### src/rtl/control_cmd_encoder_pkg.sv
// Shared command definitions: opcodes, controller state encodings and the
// payload-length decode also used by control_unit for its byte counts.
package control_cmd_encoder_pkg;

  localparam int CMD_MAX_PAYLOAD = 6;

  // Bit 3 selects the target pipeline; it never affects the payload length.
  localparam logic [7:0] OP_PIPE_SEL          = 8'h08;

  localparam logic [7:0] OP_WRITE_BLOCK_INSTR = 8'h01;
  localparam logic [7:0] OP_WRITE_BLOCK_REG   = 8'h02;
  localparam logic [7:0] OP_UPDATE_BLOCK_REG  = 8'h03;
  localparam logic [7:0] OP_ALLOC_DELAY       = 8'h04;
  localparam logic [7:0] OP_SET_INPUT_GAIN    = 8'h05;
  localparam logic [7:0] OP_SET_OUTPUT_GAIN   = 8'h06;
  localparam logic [7:0] OP_SWAP              = 8'h07;
  localparam logic [7:0] OP_RESET_PIPELINE    = 8'h10;
  localparam logic [7:0] OP_COMMIT_REG        = 8'h11;

  localparam logic [7:0] CTRL_ST_READY        = 8'h00;
  localparam logic [7:0] CTRL_ST_RECV         = 8'h01;
  localparam logic [7:0] CTRL_ST_EXEC         = 8'h02;

  typedef struct packed {
    logic       valid;
    logic [2:0] len;
  } cmd_len_t;

  function automatic cmd_len_t cmd_payload_len(input logic [7:0] opcode);
    cmd_len_t   r;
    logic [7:0] base;
    base    = opcode & ~OP_PIPE_SEL;
    r.valid = 1'b1;
    r.len   = 3'd0;
    case (base)
      OP_WRITE_BLOCK_INSTR:                    r.len = 3'd5;
      OP_WRITE_BLOCK_REG, OP_UPDATE_BLOCK_REG: r.len = 3'd3;
      OP_ALLOC_DELAY:                          r.len = 3'd6;
      OP_SET_INPUT_GAIN, OP_SET_OUTPUT_GAIN:   r.len = 3'd2;
      OP_SWAP, OP_RESET_PIPELINE, OP_COMMIT_REG: r.len = 3'd0;
      default:                                 r.valid = 1'b0;
    endcase
    return r;
  endfunction

endpackage

### src/rtl/control_cmd_encoder.sv
// Serialises one command (opcode + 0..6 payload bytes, MSB first) towards
// control_unit, paced by its next pulse. Optional CMD_ENC_TIMEOUT_EN aborts a stuck byte.
module control_cmd_encoder
  import control_cmd_encoder_pkg::*;
#(
  parameter logic [7:0] READY_STATE    = 8'd0,
  parameter int         TIMEOUT_CYCLES = 1024
) (
  input  logic        clk,
  input  logic        reset,
  input  logic        req_valid,
  output logic        req_ready,
  input  logic [7:0]  req_opcode,
  input  logic [47:0] req_payload,
  input  logic [7:0]  control_state,
  input  logic        next,
  output logic [7:0]  out_byte,
  output logic        out_valid,
  output logic        busy,
  output logic        done,
  output logic        err
);

  localparam logic [1:0] ST_IDLE     = 2'd0;
  localparam logic [1:0] ST_WAIT_RDY = 2'd1;
  localparam logic [1:0] ST_SEND     = 2'd2;
  localparam logic [1:0] ST_GAP      = 2'd3;

  logic [1:0]  state_reg;
  logic [7:0]  opcode_reg;
  logic [47:0] payload_reg;
  logic [2:0]  idx_reg;
  logic [7:0]  out_byte_reg;
  logic        out_valid_reg;
  logic        req_ready_reg;
  logic        done_reg;
  logic        err_reg;
  cmd_len_t    req_len;
  logic [7:0]  payload_bytes [8];

  assign req_len = cmd_payload_len(req_opcode);

  genvar gi;
  for (gi = 0; gi < 8; gi++) begin : g_bytes
    if (gi < CMD_MAX_PAYLOAD) begin : g_used
      assign payload_bytes[gi] = payload_reg[8*gi +: 8];
    end else begin : g_pad
      assign payload_bytes[gi] = 8'd0;
    end
  end

`ifdef CMD_ENC_TIMEOUT_EN
  localparam int TO_W = $clog2(TIMEOUT_CYCLES + 1);
  logic [TO_W-1:0] to_cnt_reg;
`else
  // SEND waits on next indefinitely in this build.
  if (TIMEOUT_CYCLES < 1) begin : g_timeout_unused
  end
`endif

  always_ff @(posedge clk) begin
    if (reset) begin
      state_reg     <= ST_IDLE;
      opcode_reg    <= 8'd0;
      payload_reg   <= 48'd0;
      idx_reg       <= 3'd0;
      out_byte_reg  <= 8'd0;
      out_valid_reg <= 1'b0;
      req_ready_reg <= 1'b0;
      done_reg      <= 1'b0;
      err_reg       <= 1'b0;
`ifdef CMD_ENC_TIMEOUT_EN
      to_cnt_reg    <= '0;
`endif
    end else begin
      done_reg <= 1'b0;
      err_reg  <= 1'b0;
      case (state_reg)
        ST_IDLE: begin
          req_ready_reg <= 1'b1;
          if (req_valid && req_ready_reg) begin
            opcode_reg  <= req_opcode;
            payload_reg <= req_payload;
            if (req_len.valid) begin
              idx_reg       <= req_len.len;
              state_reg     <= ST_WAIT_RDY;
              req_ready_reg <= 1'b0;
            end else begin
              err_reg <= 1'b1;
            end
          end
        end
        ST_WAIT_RDY: begin
          // READY gates only the opcode; payload bytes never re-check it.
          if (control_state == READY_STATE) begin
            out_byte_reg  <= opcode_reg;
            out_valid_reg <= 1'b1;
            state_reg     <= ST_SEND;
`ifdef CMD_ENC_TIMEOUT_EN
            to_cnt_reg    <= '0;
`endif
          end
        end
        ST_SEND: begin
          if (next) begin
            out_valid_reg <= 1'b0;
            if (idx_reg == 3'd0) begin
              done_reg      <= 1'b1;
              req_ready_reg <= 1'b1;
              state_reg     <= ST_IDLE;
            end else begin
              state_reg <= ST_GAP;
            end
          end
`ifdef CMD_ENC_TIMEOUT_EN
          else if (to_cnt_reg == TO_W'(TIMEOUT_CYCLES - 1)) begin
            out_valid_reg <= 1'b0;
            err_reg       <= 1'b1;
            req_ready_reg <= 1'b1;
            state_reg     <= ST_IDLE;
          end else begin
            to_cnt_reg <= to_cnt_reg + 1'b1;
          end
`endif
        end
        default: begin
          out_byte_reg  <= payload_bytes[idx_reg - 3'd1];
          idx_reg       <= idx_reg - 3'd1;
          out_valid_reg <= 1'b1;
          state_reg     <= ST_SEND;
`ifdef CMD_ENC_TIMEOUT_EN
          to_cnt_reg    <= '0;
`endif
        end
      endcase
    end
  end

  assign req_ready = req_ready_reg;
  assign out_byte  = out_byte_reg;
  assign out_valid = out_valid_reg;
  assign busy      = (state_reg != ST_IDLE);
  assign done      = done_reg;
  assign err       = err_reg;

endmodule

### config.mk
export PLATFORM = sky130hd
export DESIGN_NAME = control_cmd_encoder
export DESIGN_NICKNAME = d
export VERILOG_FILES = /design/src/rtl/control_cmd_encoder_pkg.sv /design/src/rtl/control_cmd_encoder.sv
export SDC_FILE = /design/constraint.sdc
export NUM_CORES = 1
export LEC_CHECK = 0
export CORE_MARGIN = 2
export CORE_UTILIZATION = 35
export DETAILED_ROUTE_END_ITERATION = 12
export SLEW_MARGIN = 20
export SYNTH_ARGS = -nofsm -noshare
export SYNTH_HDL_FRONTEND = slang
export SYNTH_SLANG_ARGS = --single-unit
### constraint.sdc
create_clock -name clk -period 6.1 [get_ports clk]
set_clock_uncertainty 0.1 [all_clocks]
set_input_delay 0.61 -clock clk [delete_from_list [all_inputs] [get_ports clk]]
set_output_delay 0.61 -clock clk [all_outputs]
set_load 0.01 [all_outputs]
==> results of run 1 <==
metrics by stage:
step                      worst slack [ps]  cell area (µm²)  utilization  std cells  hold slack (ps)
after floorplan                       3590             3400            -        403              333
after global placement                2980             4220        0.453        580              345
after detailed placement              2780             4220        0.453        580              344
after CTS                             2740             4420        0.474        595              358
after global routing                  2580             4460        0.478        596              378
final                                 2910             4460        0.478        596              355
critical path, stage by stage, from the launching register on:
cell and delay (ps):
dfxtp_1 990, inv_1 240, ha_1 750, mux4_2 410, a221oi_1 420, o41ai_2 120
cell type report:
class | count | share of cell area
clock buffer | 10 | 0.0309
clock inverter | 5 | 0.0126
timing repair buffer | 82 | 0.186
tap | 129 | 0.0362
multi-input combinational | 291 | 0.401
inverter | 6 | 0.00505
sequential | 73 | 0.328
cells in the final DEF (no fill, tap or decap), drive strengths merged, types with 3 or more instances in the layout:
cell           count
a21oi             59
buf                3
a211oi             4
nor4               4
nand2            114
nor3               4
nor2              14
mux4               8
clkbuf            10
inv                6
nor2b             17
a221oi             9
ha                 5
nand2b             3
clkinv             3
dfxtp             73
o21ai             11
clkdlybuf4s50     79
o41ai              9
mux2i              8
power groups by stage:
stage                     clock network (µW)  registers (µW)  logic, µW
after floorplan                            0             596        510
after CTS                                382             621        664
after global routing                     406             633        751
final                                    374             620        680
after global placement                     0             630        644
after detailed placement                   0             631        660
metal layers:
layer / global-route usage / share of wire / vias up
met5: 0 / 0 / -
met2: 0.276 / 0.45 / 79
met1: 0.240 / 0.48 / 1391
met3: 0.0325 / 0.051 / 13
met4: 0.0708 / 0.019 / 0
li1: - / - / 1507
worst paths after layout:
| path | from | end | slack [ps] | cells after the start |
|---|---|---|---|---|
| hold / removal | payload_reg[43] | payload_reg[43] | 360 | 2 |
| setup reg to reg | idx_reg[0] | out_byte[5] | 2910 | 5 |
| hold reg to reg | payload_reg[43] | payload_reg[43] | 360 | 2 |
| setup / recovery | idx_reg[0] | out_byte[5] | 2910 | 5 |
cells by family after synthesis:
| logic type | count (synthesis) |
|---|---|
| AND/OR/NAND/NOR | 169 |
| AO/OA/AOI/OAI | 99 |
| flip-flops | 73 |
| buffers and inverters | 39 |
| multiplexers | 16 |
| adder cells (fa/ha/maj) | 5 |
| XOR/XNOR | 2 |
==> flow_metrics.py, run 1 <==
metrics = {
    "status": {
        "status": "finished, final reports clean",
    },
    "run": {
        "maxCapViolations": 0,
    },
    "clock_network": {
        "cts_setup_buffers": 0,
        "cts_tree": "done",
        "root_buffer": "clkbuf_8",
        "cts_made_buffers": 9,
        "ctsResizeCount": 0,
        "postCtsHoldBufs": 0,
        "clock_latency_ps": 350,
        "clockBufferDepth": 2,
        "cts.sinks": 73,
        "clk_pin_slew_ps": 70,
        "htreeDepth": 3,
    },
    "power_and_ir_drop": {
        "p_per_area_nw_per_um2": 375,
        "p_switching_uw": 631,
        "power_uw": 1670,
        "p_int_uw": 1040,
        "p_leak_uw": 0.00156,
        "seqPwrFrac": 0.370,
        "switching_share": 0.377,
        "vdd_drop_max_mv": 0.148,
        "comb_power_share": 0.406,
        "p_clk_frac": 0.224,
    },
    "timing": {
        "fin_tns_setup_ps": 0,
        "setup_viol": 0,
        "rsz0062_at_grt": "false",
        "fmax_mhz": 314,
        "finalCritPeriodShare": 0.522,
        "relSlewSlack": 0.322,
        "fin_crit_ps": 3190,
        "worst_pin_slew_ps": 1020,
        "hold_viol_final": 0,
        "slew_viol_final": 0,
    },
    "drt": {
        "wl_per_cell_um": 14.8,
        "route.detailed.drc": 0,
        "routed_wl_um": 8790,
        "ant_nets": 0,
        "via_per_inst": 5.02,
        "firstDrtPassIters": 4,
        "drtIter0Drc": 173,
        "vias": 2990,
    },
    "placement": {
        "portBuffers": 80,
        "dp_hpwl_um": 6260,
        "gp_congestion": 0.809,
    },
    "finish": {
        "nNetsFinal": 536,
        "fill_cells": 915,
        "seqCellArea_um2": 1460,
        "area_growth_pct": 31.1,
        "drive_gt1_frac": 0.0921,
        "largest_register_ffs": 48,
        "antennaDiodeCount": 0,
        "multi_input_area_um2": 1790,
    },
    "synthesis": {
        "synth_area_leader_cell": "dfxtp_1",
        "syn-num-nets": 476,
        "synth_xor_area_frac": 0.00515,
        "synth_top_area_share": 0.430,
        "yosysWarnings": 0,
        "seq_area_frac_synth": 0.430,
        "synth_edf_count": 0,
        "ys.flop_type": "dfxtp_1",
        "synth_top_family_by_area": "simple AND/OR/NAND/NOR gates",
        "syn_avg_cell_area_um2": 8.44,
        "synthAdderAreaFrac": 0.0184,
        "ys_seq_elements": 73,
        "synthCells": 403,
        "synth_common_cells": "nand2_1 (114), dfxtp_1 (73), a21oi_1 (59)",
        "synth_cell_types": 39,
        "synth_most_common_cell": "nand2_1",
        "synth_area_um2": 3400,
        "synth_mux_area_frac": 0.0765,
        "synth-simple-area-share": 0.221,
        "synth_compound_area_frac": 0.197,
        "ys_top_cells_by_area": "dfxtp_1 (43%), nand2_1 (13%), a21oi_1 (8.7%)",
        "ys_async_sr_fraction": 0,
    },
    "grt": {
        "grt-ovfl-total": 0,
        "grt_pass1_vias": 2919,
        "grt_max_degree": 82,
        "antenna_found_initial": 0,
        "grt_use_total": 0.176,
        "grt_pass1_wl_um": 14300,
    },
    "critical_path": {
        "crit_required_ps": 6200,
        "start_kind": "flop",
        "critPathKind": "reg2reg",
        "crit_arrival_ps": 3290,
        "end_kind": "flop",
        "cp_max_fo": 17,
    },
    "floorplanning": {
        "core_area_um2": 9330,
        "chipHeight_um": 103,
        "fp.dieW_um": 103,
        "ios": 81,
        "start_util": 0.365,
        "rows": 35,
        "die_area_um2": 10500,
    },
    "worst_hold_path": {
        "hp-class": "reg2reg",
    },
}
No activity file was read; power rests on OpenSTA's default activity.
==> inputs of run 2 (changes only) <==
==> constraint.sdc (replaced) <==
create_clock -name clk -period 2.9 [get_ports clk]
set_clock_uncertainty 0.1 [all_clocks]
set_input_delay 0.29 -clock clk [delete_from_list [all_inputs] [get_ports clk]]
set_output_delay 0.29 -clock clk [all_outputs]
set_load 0.01 [all_outputs]
==> run 2 against run 1 <==
Clock power grew to 2.6 times the previous value. Non-clock buffer count grew 4. Combinational power grew 120%. Power grew 120%. Sequential share of layout area shrank 0.50 points. Worst hold slack gained 1.9 ps. First-iteration DRC count shrank 11%. Critical path depth shrank 1. Die area is the same. Register-to-register slack lost 2300 ps. Largest power group unchanged.
==> flow_metrics.py, run 2 (same netlist as run 1, synthesis figures left out) <==
metrics = {
    "grt": {
        "grt_max_degree": 57,
        "grt_pass1_wl_um": 14200,
        "grt_use_total": 0.173,
        "grt_pass1_vias": 2850,
        "antenna_found_initial": 0,
        "grt-ovfl-total": 0,
    },
    "drt": {
        "wl_per_cell_um": 14.6,
        "route.met3.wl_um": 449,
        "via_per_inst": 5.03,
        "drtIter0Drc": 154,
        "firstDrtPassIters": 4,
        "vias": 3021,
        "wl_met2_um": 3870,
        "route.detailed.drc": 0,
        "routed.top_layer": "met4",
        "wl_met1_um": 4400,
        "ant_nets": 0,
        "routed_wl_um": 8770,
    },
    "power_and_ir_drop": {
        "p_leak_uw": 0.00159,
        "vdd_drop_max_mv": 0.417,
        "p_per_area_nw_per_um2": 820,
        "power_uw": 3710,
    },
    "worst_hold_path": {
        "hold-path-cell-count": 2,
        "hp-start": "payload_reg[14]",
        "min_to": "payload_reg[14]",
        "hp-class": "reg2reg",
    },
    "critical_path": {
        "r2r_slack_ps": 610,
        "rr_startpoint": "idx_reg[0]",
        "reg2regPathDepth": 5,
        "crit_arrival_ps": 1970,
        "end_kind": "output pin",
        "start_kind": "flop",
        "crit_required_ps": 2510,
        "critPathKind": "reg2out",
        "cp_max_fo": 11,
        "r2r-end": "out_byte[5]",
    },
    "floorplanning": {
        "start_util": 0.365,
        "fp.dieW_um": 103,
        "chipHeight_um": 103,
        "die_area_um2": 10500,
        "core_area_um2": 9330,
        "ios": 81,
        "rows": 35,
    },
    "timing": {
        "fin_crit_ps": 2360,
        "rsz0062_at_grt": "false",
        "worst_pin_slew_ps": 669,
        "fin_tns_setup_ps": 0,
        "worst_slack_ps": 545,
        "finalCritPeriodShare": 0.812,
        "setup_viol": 0,
        "fmax_mhz": 425,
        "hold_viol_final": 0,
        "slew_viol_final": 0,
        "relSlewSlack": 0.554,
        "hold-worst-slack_ps": 357,
    },
    "finish": {
        "largest_register_ffs": 48,
        "fin_cells": 601,
        "final_cell_mix": "nand2_1 (114), clkdlybuf4s50_1 (79), dfxtp_1 (73)",
        "drive_gt1_frac": 0.0975,
        "final_common_cell": "nand2_1",
        "area_growth_pct": 33.1,
        "nNetsFinal": 540,
        "antennaDiodeCount": 0,
    },
    "clock_network": {
        "postCtsHoldBufs": 0,
        "cts.sinks": 73,
        "cts_tree": "done",
        "cts_made_buffers": 9,
        "clk_pin_slew_ps": 80,
        "root_buffer": "clkbuf_8",
        "clock_latency_ps": 340,
        "clockBufferDepth": 2,
        "cts_setup_buffers": 0,
        "ctsResizeCount": 0,
        "htreeDepth": 3,
    },
    "placement": {
        "portBuffers": 80,
        "gp_congestion": 0.844,
        "dp.cells": 585,
        "post-place-ws_ps": 527,
        "dp_hpwl_um": 6280,
    },
    "run": {
        "maxCapViolations": 0,
    },
    "status": {
        "status": "finished, final reports clean",
    },
}
[run 2: cell types whose count changed in the layout (fill, tap and decap cells not counted), sizes merged]
cell / change
buf: +4
bufinv: +2
clkinv: -2
inv: +1
[run 2: stage by stage]
| step | area, µm² | util |
|---|---|---|
| 2_1_floorplan | 3400 | - |
| 4_1_cts | 4530 | 0.485 |
| 5_1_grt | 4530 | 0.485 |
| 3_5_place_dp | 4290 | 0.459 |
| 6_report | 4530 | 0.485 |
| 3_3_place_gp | 4290 | 0.459 |
[run 2: cell type report]
type	count	area, µm²
multi-input combinational	291	1770
clock buffer	10	128
inverter	6	22.5
clock inverter	6	115
timing repair buffer	86	866
tap	129	161
fill	930	4800
sequential	73	1460
[run 2: power breakdown]
part	total, µW	internal (µW)	switching (µW)
registers	1250	1160	90.5
clock network	965	577	388
logic	1500	639	859
total	3710	2380	1340
[run 2: layer usage]
layer	track usage	up-vias
met5	0	-
met3	0.0366	4
met2	0.262	88
met4	0.0533	0
met1	0.248	1417
li1	-	1512
[run 2: how the worst max path moves through the flow]
stage	from	endpoint	slack, ps	cells after the start
floorplan	idx_reg[0]	out_byte[6]	390	9
global placement	control_state[1]	out_byte[7]	540	5
detailed placement	control_state[1]	out_byte[7]	530	5
CTS	state_reg[0]	busy	530	4
global route	state_reg[1]	busy	420	4
finish	state_reg[0]	busy	540	4
[run 2: worst max-delay path, cell delays in order, from the launching register on]
cell             delay [ps]
dfxtp_1                 320
inv_1                    90
ha_1                    460
inv_1                   220
clkdlybuf4s50_1         530
==> inputs of run 3 (changes only) <==
==> constraint.sdc (replaced) <==
create_clock -name clk -period 2.25 [get_ports clk]
set_clock_uncertainty 0.1 [all_clocks]
set_input_delay 0.225 -clock clk [delete_from_list [all_inputs] [get_ports clk]]
set_output_delay 0.225 -clock clk [all_outputs]
set_load 0.01 [all_outputs]
==> run 3 against run 2 <==
Cell area grew 0.14%. Count of clock-buffer cells in the layout grew 3. Routed wire length grew 2.2%. Core utilization grew 0.067 points. Worst setup slack lost 440 ps. Sequential share of layout area is essentially flat. Combinational power grew 37%. First-iteration DRC count shrank 3.9%. Cell count grew 1.0%. Critical path depth is the same. Register-to-register slack lost 430 ps. Non-clock buffer count grew 6. Critical endpoint unchanged. Largest cell class unchanged.
==> flow_metrics.py, run 3 (same netlist as run 1, synthesis figures left out) <==
metrics = {
    "status": {
        "status": "finished, final reports clean",
    },
    "clock_network": {
        "cts.sinks": 73,
        "postCtsHoldBufs": 0,
        "clockBufferDepth": 2,
        "cts_made_buffers": 9,
        "cts_setup_buffers": 0,
        "clk_pin_slew_ps": 80,
        "root_buffer": "clkbuf_8",
        "clock_latency_ps": 350,
        "htreeDepth": 3,
        "cts_tree": "done",
    },
    "placement": {
        "dp_hpwl_um": 6560,
        "post-place-ws_ps": -123,
        "placed_area_um2": 4340,
        "gp_congestion": 0.816,
        "portBuffers": 80,
    },
    "timing": {
        "relSlewSlack": 0.539,
        "setup_viol": 0,
        "rsz0062_at_grt": "false",
        "slew_viol_final": 0,
        "hold_viol_final": 0,
        "worst_slack_ps": 101,
        "fin_crit_ps": 2150,
        "worst_pin_slew_ps": 691,
        "finalCritPeriodShare": 0.955,
        "fmax_mhz": 465,
    },
    "power_and_ir_drop": {
        "p_leak_uw": 0.00160,
        "p_per_area_nw_per_um2": 1030,
        "vdd_drop_max_mv": 0.341,
    },
    "run": {
        "maxCapViolations": 0,
    },
    "finish": {
        "final_cell_area_um2": 4530,
        "final_common_cell": "nand2_1",
        "area_growth_pct": 33.3,
        "drive_gt1_frac": 0.115,
        "final_cell_mix": "nand2_1 (114), clkdlybuf4s50_1 (79), dfxtp_1 (73)",
        "largest_register_ffs": 48,
        "nNetsFinal": 546,
        "antennaDiodeCount": 0,
    },
    "floorplanning": {
        "core_area_um2": 9330,
        "rows": 35,
        "chipHeight_um": 103,
        "die_area_um2": 10500,
        "start_util": 0.365,
        "fp.dieW_um": 103,
        "ios": 81,
    },
    "critical_path": {
        "end_kind": "output pin",
        "crit_arrival_ps": 1820,
        "crit_required_ps": 1920,
        "start_kind": "flop",
        "worst_path_most_repeated_cell": "inv_1",
        "crit_path_max_incr_delay_ps": 570,
        "crit_chain": "inv_1 > ha_1 > inv_1 > clkdlybuf4s50_1",
        "critPathKind": "reg2out",
        "cpMaxStageDelayCell": "clkdlybuf4s50_1",
        "cp_max_fo": 6,
    },
    "drt": {
        "firstDrtPassIters": 4,
        "route.detailed.drc": 0,
        "via_per_inst": 5.04,
        "drtIter0Drc": 148,
        "wl_per_cell_um": 14.8,
        "vias": 3058,
        "routed_wl_um": 8970,
        "ant_nets": 0,
    },
    "grt": {
        "antenna_found_initial": 0,
        "grt_pass1_vias": 2921,
        "grt-ovfl-total": 0,
        "grt_pass1_wl_um": 14300,
        "grt_use_total": 0.178,
        "grt_max_degree": 57,
    },
    "worst_hold_path": {
        "hp-class": "in2reg",
    },
}
-- run 3: final cells by class --
class	count	area (µm²)
Fill cell	913	4790
Multi-Input combinational cell	291	1790
Clock inverter	3	23.8
Timing Repair Buffer	92	911
Clock buffer	13	169
Inverter	6	22.5
Tap cell	129	161
Sequential cell	73	1460
-- run 3: per-stage QoR --
stage / hold slack [ps] / utilization / cells / power, µW / TNS, ps
5_1_grt: 312 / 0.486 / 607 / 4990 / 0
6_report: 313 / 0.486 / 607 / 4660 / 0
2_1_floorplan: 261 / - / 403 / 3050 / 0
3_3_place_gp: 345 / 0.465 / 591 / 3650 / -178
4_1_cts: 301 / 0.486 / 607 / 4670 / 0
3_5_place_dp: 347 / 0.465 / 591 / 3690 / -575
-- run 3: path summary, 6_finish.rpt --
path	start	to	slack, ps	cells past startpoint
worst min-delay path	req_payload[45]	payload_reg[45]	310	3
worst max-delay path	state_reg[0]	busy	100	4
worst min register to register	payload_reg[44]	payload_reg[44]	360	2
worst max register to register	state_reg[0]	out_byte[7]	180	5
-- run 3: timing repair --
action / 4_1_cts / 5_1_grt
endpoints found under the setup margin: 0 / 7
endpoints found under the hold margin: 0 / 0
resized for setup: 0 / 2
-- run 3: metal layers --
metal	global-route usage	vias to the layer above	wire length, µm
li1	-	1525	-
met1	0.245	1442	4300
met2	0.278	83	4100
met3	0.0393	8	454
met4	0.0595	0	108
met5	0	-	0
-- run 3: power by group --
part           total (µW)  switching, µW  internal, µW
sequential           1610            118          1500
clock                 989            496           493
combinational        2050           1150           900
total                4660           1770          2890
-- run 3: critical path: cells and delay by family, from the launching register on --
| kind | cells | cell delay, ps |
|---|---|---|
| flip-flops | 1 | 340 |
| buffers and inverters | 3 | 840 |
| adder cells (fa/ha/maj) | 1 | 290 |
==> RTL change 1 (flow settings as in run 2) <==
Add a define of `CMD_ENC_TIMEOUT_EN`.
--- a/src/rtl/control_cmd_encoder.sv
+++ b/src/rtl/control_cmd_encoder.sv
@@ -1,5 +1,7 @@
 // Serialises one command (opcode + 0..6 payload bytes, MSB first) towards
 // control_unit, paced by its next pulse. Optional CMD_ENC_TIMEOUT_EN aborts a stuck byte.
+`define CMD_ENC_TIMEOUT_EN
+
 module control_cmd_encoder
   import control_cmd_encoder_pkg::*;
 #(
Formal check against the unedited RTL: same outputs for any inputs over 4 cycles, from zero or initial values and one cycle with reset high; that may be too few to reach the edited logic, so the function may still have changed.
==> RTL change 1 against run 2 <==
Sequential share of layout area increased by 1.4 points; power is 3.5% higher; combinational power rose by 6%; cell area is 10% higher; sequential power increased by 14%; sequential cell count rose by 11; synthesized area up 14%; worst hold slack worse by 190 ps; utilization down 2.5 points; wire length is 16% higher; first-iteration DRC count decreased by 7.1%; count of clock-buffer cells in the layout decreased by 1; worst setup slack worse by 220 ps.
==> RTL change 1: results (changes against run 2) <==
Parameter                              Value

Layout
  Clock network area share ... 3.86% (-1.5 points)
  Share of the final layout cell area in multi-input gates ... 40.1% (+0.94 points)
  Final-layout non-clock buffer area share ... 17.4% (-1.7 points)
  Post-layout net count ... 610 (+13%)
  Number of signal-net inverters in the final layout ... 19 (+13)
  Layout buffer count excluding clock buffers ... 88 (+2.3%)
  CLK BUF ... 9 (-1)
  Fraction of final layout cells with drive strength greater than 1 ... 9.80% (+0.051 points)
  Area used by sequential logic in the layout ... 1680 um2 (+15%)

GRT
  Met1 capacity usage during global routing ... 22.6% (-2.3 points)
  GRT met3 Usage ... 3.65% (-0.015 points)
  Global router's overall resource usage ... 17.7% (+0.33 points)
  Number of global-route vias before repair ... 3402 (+19%)
  Pin count of the biggest net entering global routing ... 74 (+30%)
  Global-route met2 utilization ... 28.7% (+2.4 points)
  Wire length of the first global-routing pass ... 16200 um (+14%)

Power and ir drop
  Switching share of power ... 40.6% (+4.6 points)
  IR drop worst, VDD ... 0.345 mV (-17%)

Worst setup path
  FF-to-FF path depth ... 7 (+2)
  Max incr delay on CP ... 550 ps (+20 ps)
  Reg-to-reg startpoint ... state_reg[1]$_SDFFE_PP0P_
  Arrival time reported for the critical path endpoint ... 2180 ps (+210 ps)
  Critical Path Fanout Max ... 12 (+1)
  RR Endpoint ... payload_reg[11]$_SDFFE_PP0P_

Route
  Post-detailed-route via-to-cell ratio ... 5.16 (+2.6%)
  Detailed-routed wire length on met2 ... 4820 um (+24%)
  Met3 layer wire length in the routed design ... 453 um (+0.89%)
  Violation count after the first detailed-routing iteration ... 143 (-7.1%)
  Detailed-route wire length on metal 1 ... 4640 um (+5.4%)
  Post-Route WL ... 10200 um (+16%)

Place
  DP HPWL ... 7290 um (+16%)
  Routability congestion estimate from global placement ... 0.858 (+1.7%)

Logic synthesis
  Fraction of the yosys area taken by sequential cells ... 43.4% (+0.47 points)
  Unique cell type count in the Yosys netlist ... 47 (+21%)
  Ranking of synthesized cells by instance count ... sky130_fd_sc_hd__nand2_1 (132), sky130_fd_sc_hd__dfxtp_1 (84), sky130_fd_sc_hd__a21oi_1 (74), sky130_fd_sc_hd__clkbuf_1 (22), sky130_fd_sc_hd__inv_1 (19)
  Top area cells in the synthesized netlist ... sky130_fd_sc_hd__dfxtp_1 (43%), sky130_fd_sc_hd__nand2_1 (13%), sky130_fd_sc_hd__a21oi_1 (9.6%), sky130_fd_sc_hd__mux4_2 (4.7%), sky130_fd_sc_hd__mux2_2 (2.6%)
  Syn_nets ... 543 (+14%)

Clock tree
  Clock transition at the register clock pins on the worst setup and hold paths after CTS ... 100 ps (+20 ps)
  Clock net sink count ... 84 (+15%)
  Clk Latency, worst-skew pair ... 370 ps (+30 ps)

Status
  Status ... finished, final reports clean

Hold path
  Number of instances on the worst hold path ... 4 (+2)
==> RTL change 1: cell count changes after synthesis, moves of 9 or more <==
cell	delta
sky130_fd_sc_hd__mux2_2	+9
sky130_fd_sc_hd__a21oi_1	+15
sky130_fd_sc_hd__nand2_1	+18
sky130_fd_sc_hd__inv_1	+13
sky130_fd_sc_hd__dfxtp_1	+11
sky130_fd_sc_hd__nor2b_1	-16
==> RTL change 1: cells by family after synthesis <==
family          after synthesis  share of synthesized area [%]
compound gates              120                           20.2
xor+xnor                      6                           1.36
fa+ha+maj                     6                           1.94
buf+inv                      51                           5.17
flops                        84                           43.4
mux                          17                           7.27
simple gates                185                           20.7
==> RTL change 1: power groups by stage <==
stage,clock (mW),sequential (mW),combinational (mW)
floorplan,0,1.44,1.07
global placement,0,1.45,1.59
CTS,0.850,1.43,1.60
finish,0.826,1.43,1.59
detailed placement,0,1.46,1.60
global route,0.897,1.46,1.76
==> RTL change 1: through the flow <==
stage / setup slack (ps) / hold slack, ps / util, % / cell area [um2] / std cells
global route: 163 / 165 / 46.1 / 4990 / 681
detailed placement: 319 / 347 / 44.3 / 4800 / 665
finish: 328 / 163 / 46.1 / 4990 / 681
CTS: 282 / 156 / 46.1 / 4990 / 681
global placement: 404 / 342 / 44.3 / 4800 / 665
floorplan: 367 / 326 / - / 3870 / 469
==> RTL change 1: worst min path at each step <==
stage,start,end
after global placement,payload_reg[12]$_SDFFE_PP0P_,payload_reg[12]$_SDFFE_PP0P_
after floorplan,req_payload[0],payload_reg[0]$_SDFFE_PP0P_
final,reset,state_reg[0]$_SDFFE_PP0P_
after CTS,reset,state_reg[0]$_SDFFE_PP0P_
after global routing,reset,state_reg[0]$_SDFFE_PP0P_
after detailed placement,payload_reg[34]$_SDFFE_PP0P_,payload_reg[34]$_SDFFE_PP0P_
==> RTL change 2 (settings of run 2) <==
Without the edit above. Make the reset (`reset`) asynchronous in one clocked block.
--- a/src/rtl/control_cmd_encoder.sv
+++ b/src/rtl/control_cmd_encoder.sv
@@ -58,7 +58,7 @@
   end
 `endif
 
-  always_ff @(posedge clk) begin
+  always_ff @(posedge clk or posedge reset) begin
     if (reset) begin
       state_reg     <= ST_IDLE;
       opcode_reg    <= 8'd0;
Check against the original RTL: differs if reset is asserted again (counterexample within 4 cycles, from zero or initial values and one cycle with reset high); with reset held inactive, the same outputs for 10 cycles.
==> RTL change 2 against run 2 <==
Fmax up 3.9%; register-to-register slack better by 100 ps; clock power decreased by 16%; sequential power is 38% higher; worst hold slack lost 84 ps; synthesized area grew 1.7%; cell area is 2.4% higher; critical path type unchanged; worst setup slack better by 87 ps; power up 23%; synthesized cell count is 36% lower; wire length is 15% lower; first-iteration DRC count down 45%; sequential cell count stayed put; global-route usage down 2.3 points.
==> RTL change 2: results (changes against run 2) <==
Parameter                              Value

Status
  Status ... finished, final reports clean

Worst setup path
  Critical Path Fanout Max ... 9 (-2)
  Arrival time reported for the critical path endpoint ... 1880 ps (-90 ps)
  RR Endpoint ... out_byte[7]$_DFFE_PP0P_
  Worst Setup SP ... state_reg[0]$_DFFE_PP0P_
  Register-to-register setup slack ... 710 ps (+100 ps)
  Reg-to-reg startpoint ... idx_reg[0]$_DFFE_PP0P_
  FF-to-FF path depth ... 7 (+2)

Timing
  Post-route fraction of the period consumed by the critical path ... 78.2% (-3.0 points)
  Headroom to the max-slew limit ... 53.2% (-2.2 points)

Layout
  Fill cell total of the finished layout ... 934 (+0.43%)
  Post-layout net count ... 412 (-24%)
  Fraction of final layout cells with drive strength greater than 1 ... 30.2% (+20 points)

Logic synthesis
  Syn_nets ... 330 (-31%)
  Ranking of synthesized cells by instance count ... sky130_fd_sc_hd__dfrtp_1 (73), sky130_fd_sc_hd__mux2_2 (70), sky130_fd_sc_hd__nor2b_1 (11), sky130_fd_sc_hd__nand2_1 (10)
  Adder-cell area share of the yosys netlist ... 1.81% (-0.030 points)
  Xor/xnor cell area share of the yosys netlist ... 0.760% (+0.24 points)
  Share of async-settable or async-resettable flops after synthesis ... 100% (+100 points)
  Fraction of the yosys area taken by sequential cells ... 52.8% (+9.9 points)
  Unique cell type count in the Yosys netlist ... 35 (-10%)
  Multiplexer fraction of the synthesized cell area ... 29.9% (+22 points)
  Compound-Gate Fraction of Synth Area ... 5.10% (-15 points)

Place
  Setup slack at placement ... 466 ps (-61.8 ps)
  Routability congestion estimate from global placement ... 0.795 (-5.9%)
  DP HPWL ... 5350 um (-15%)
  Number of port buffers ... 80 (unchanged)

Hold path
  Class of the tightest hold or removal check ... input pin to async pin

Power and ir drop
  IR drop worst, VDD ... 0.341 mV (-18%)
  Static leakage ... 1.97 nW (+24%)

Route
  Post-Route WL ... 7470 um (-15%)
  Violation count after the first detailed-routing iteration ... 85 (-45%)
  Number of vias in the routed layout ... 2303 (-24%)

GRT
  Global router's overall resource usage ... 15.1% (-2.3 points)
  GRT met3 Usage ... 3.76% (+0.10 points)
  Global-route met2 utilization ... 23.1% (-3.1 points)
  Met1 capacity usage during global routing ... 21.1% (-3.8 points)
  Pin count of the biggest net entering global routing ... 59 (+3.5%)
==> RTL change 2: cell count changes in the layout (fill, tap and decap cells not counted), sizes merged, moves of 7 or more <==
cell / run 2 / this run
dfxtp: 73 / 0
a31oi: 1 / 8
nand2: 114 / 10
o21ai: 11 / 2
mux2: 0 / 75
a221oi: 9 / 0
nor2: 14 / 5
dfrtp: 0 / 73
mux2i: 8 / 1
a21oi: 59 / 8
o41ai: 9 / 0
==> RTL change 2: per-stage QoR <==
stage	instance area [um2]	power, mW	util [%]	hold slack, ps	std cells
after floorplan	3460	3.17	-	341	257
after global placement	4430	3.77	45.7	378	461
final	4640	4.58	47.9	273	477
after CTS	4640	4.65	47.9	290	477
after global routing	4640	4.93	47.9	340	477
after detailed placement	4430	3.82	45.7	382	461
==> RTL change 2: metal layers <==
metal	up-vias	wire length (um)
li1	1095	-
met1	1146	3590
met2	55	3480
met3	7	308
met4	0	100
met5	-	0
==> RTL change 2: report_power, final <==
group / internal, mW / total [mW] / switching, mW / leakage, nW
registers: 1.50 / 1.73 / 0.230 / 0.892
clock network: 0.441 / 0.807 / 0.365 / 0.109
logic: 1.16 / 2.04 / 0.873 / 0.966
==> RTL change 2: how the worst min path moves through the flow <==
stage	depth (start not counted)	end
after floorplan	1	opcode_reg[7]$_DFFE_PP0P_
after CTS	2	payload_reg[23]$_DFFE_PP0P_
final	2	payload_reg[23]$_DFFE_PP0P_
after global placement	1	out_byte[7]$_DFFE_PP0P_
after global routing	2	payload_reg[7]$_DFFE_PP0P_
after detailed placement	1	idx_reg[1]$_DFFE_PP0P_
==> RTL change 2: critical path, stage by stage, from the launching register on <==
cell	delay (ps)
sky130_fd_sc_hd__dfrtp_1	410
sky130_fd_sc_hd__inv_1	90
sky130_fd_sc_hd__ha_1	360
sky130_fd_sc_hd__inv_1	170
sky130_fd_sc_hd__clkdlybuf4s50_1	510
==> RTL change 2: cells by family after synthesis <==
logic type	after synthesis
AO/OA/AOI/OAI	27
XOR/XNOR	3
adder cells (fa/ha/maj)	5
buffers and inverters	21
flip-flops	73
multiplexers	84
AND/OR/NAND/NOR	44
==> RTL change 2: final cells by class <==
type | instances | share of cell area, %
Inverter | 7 | 0.567
Multi-Input combinational cell | 163 | 33.4
Clock inverter | 5 | 1.16
Sequential cell | 73 | 39.4
Tap cell | 133 | 3.59
Clock buffer | 11 | 3.27
Timing Repair Buffer | 85 | 18.6
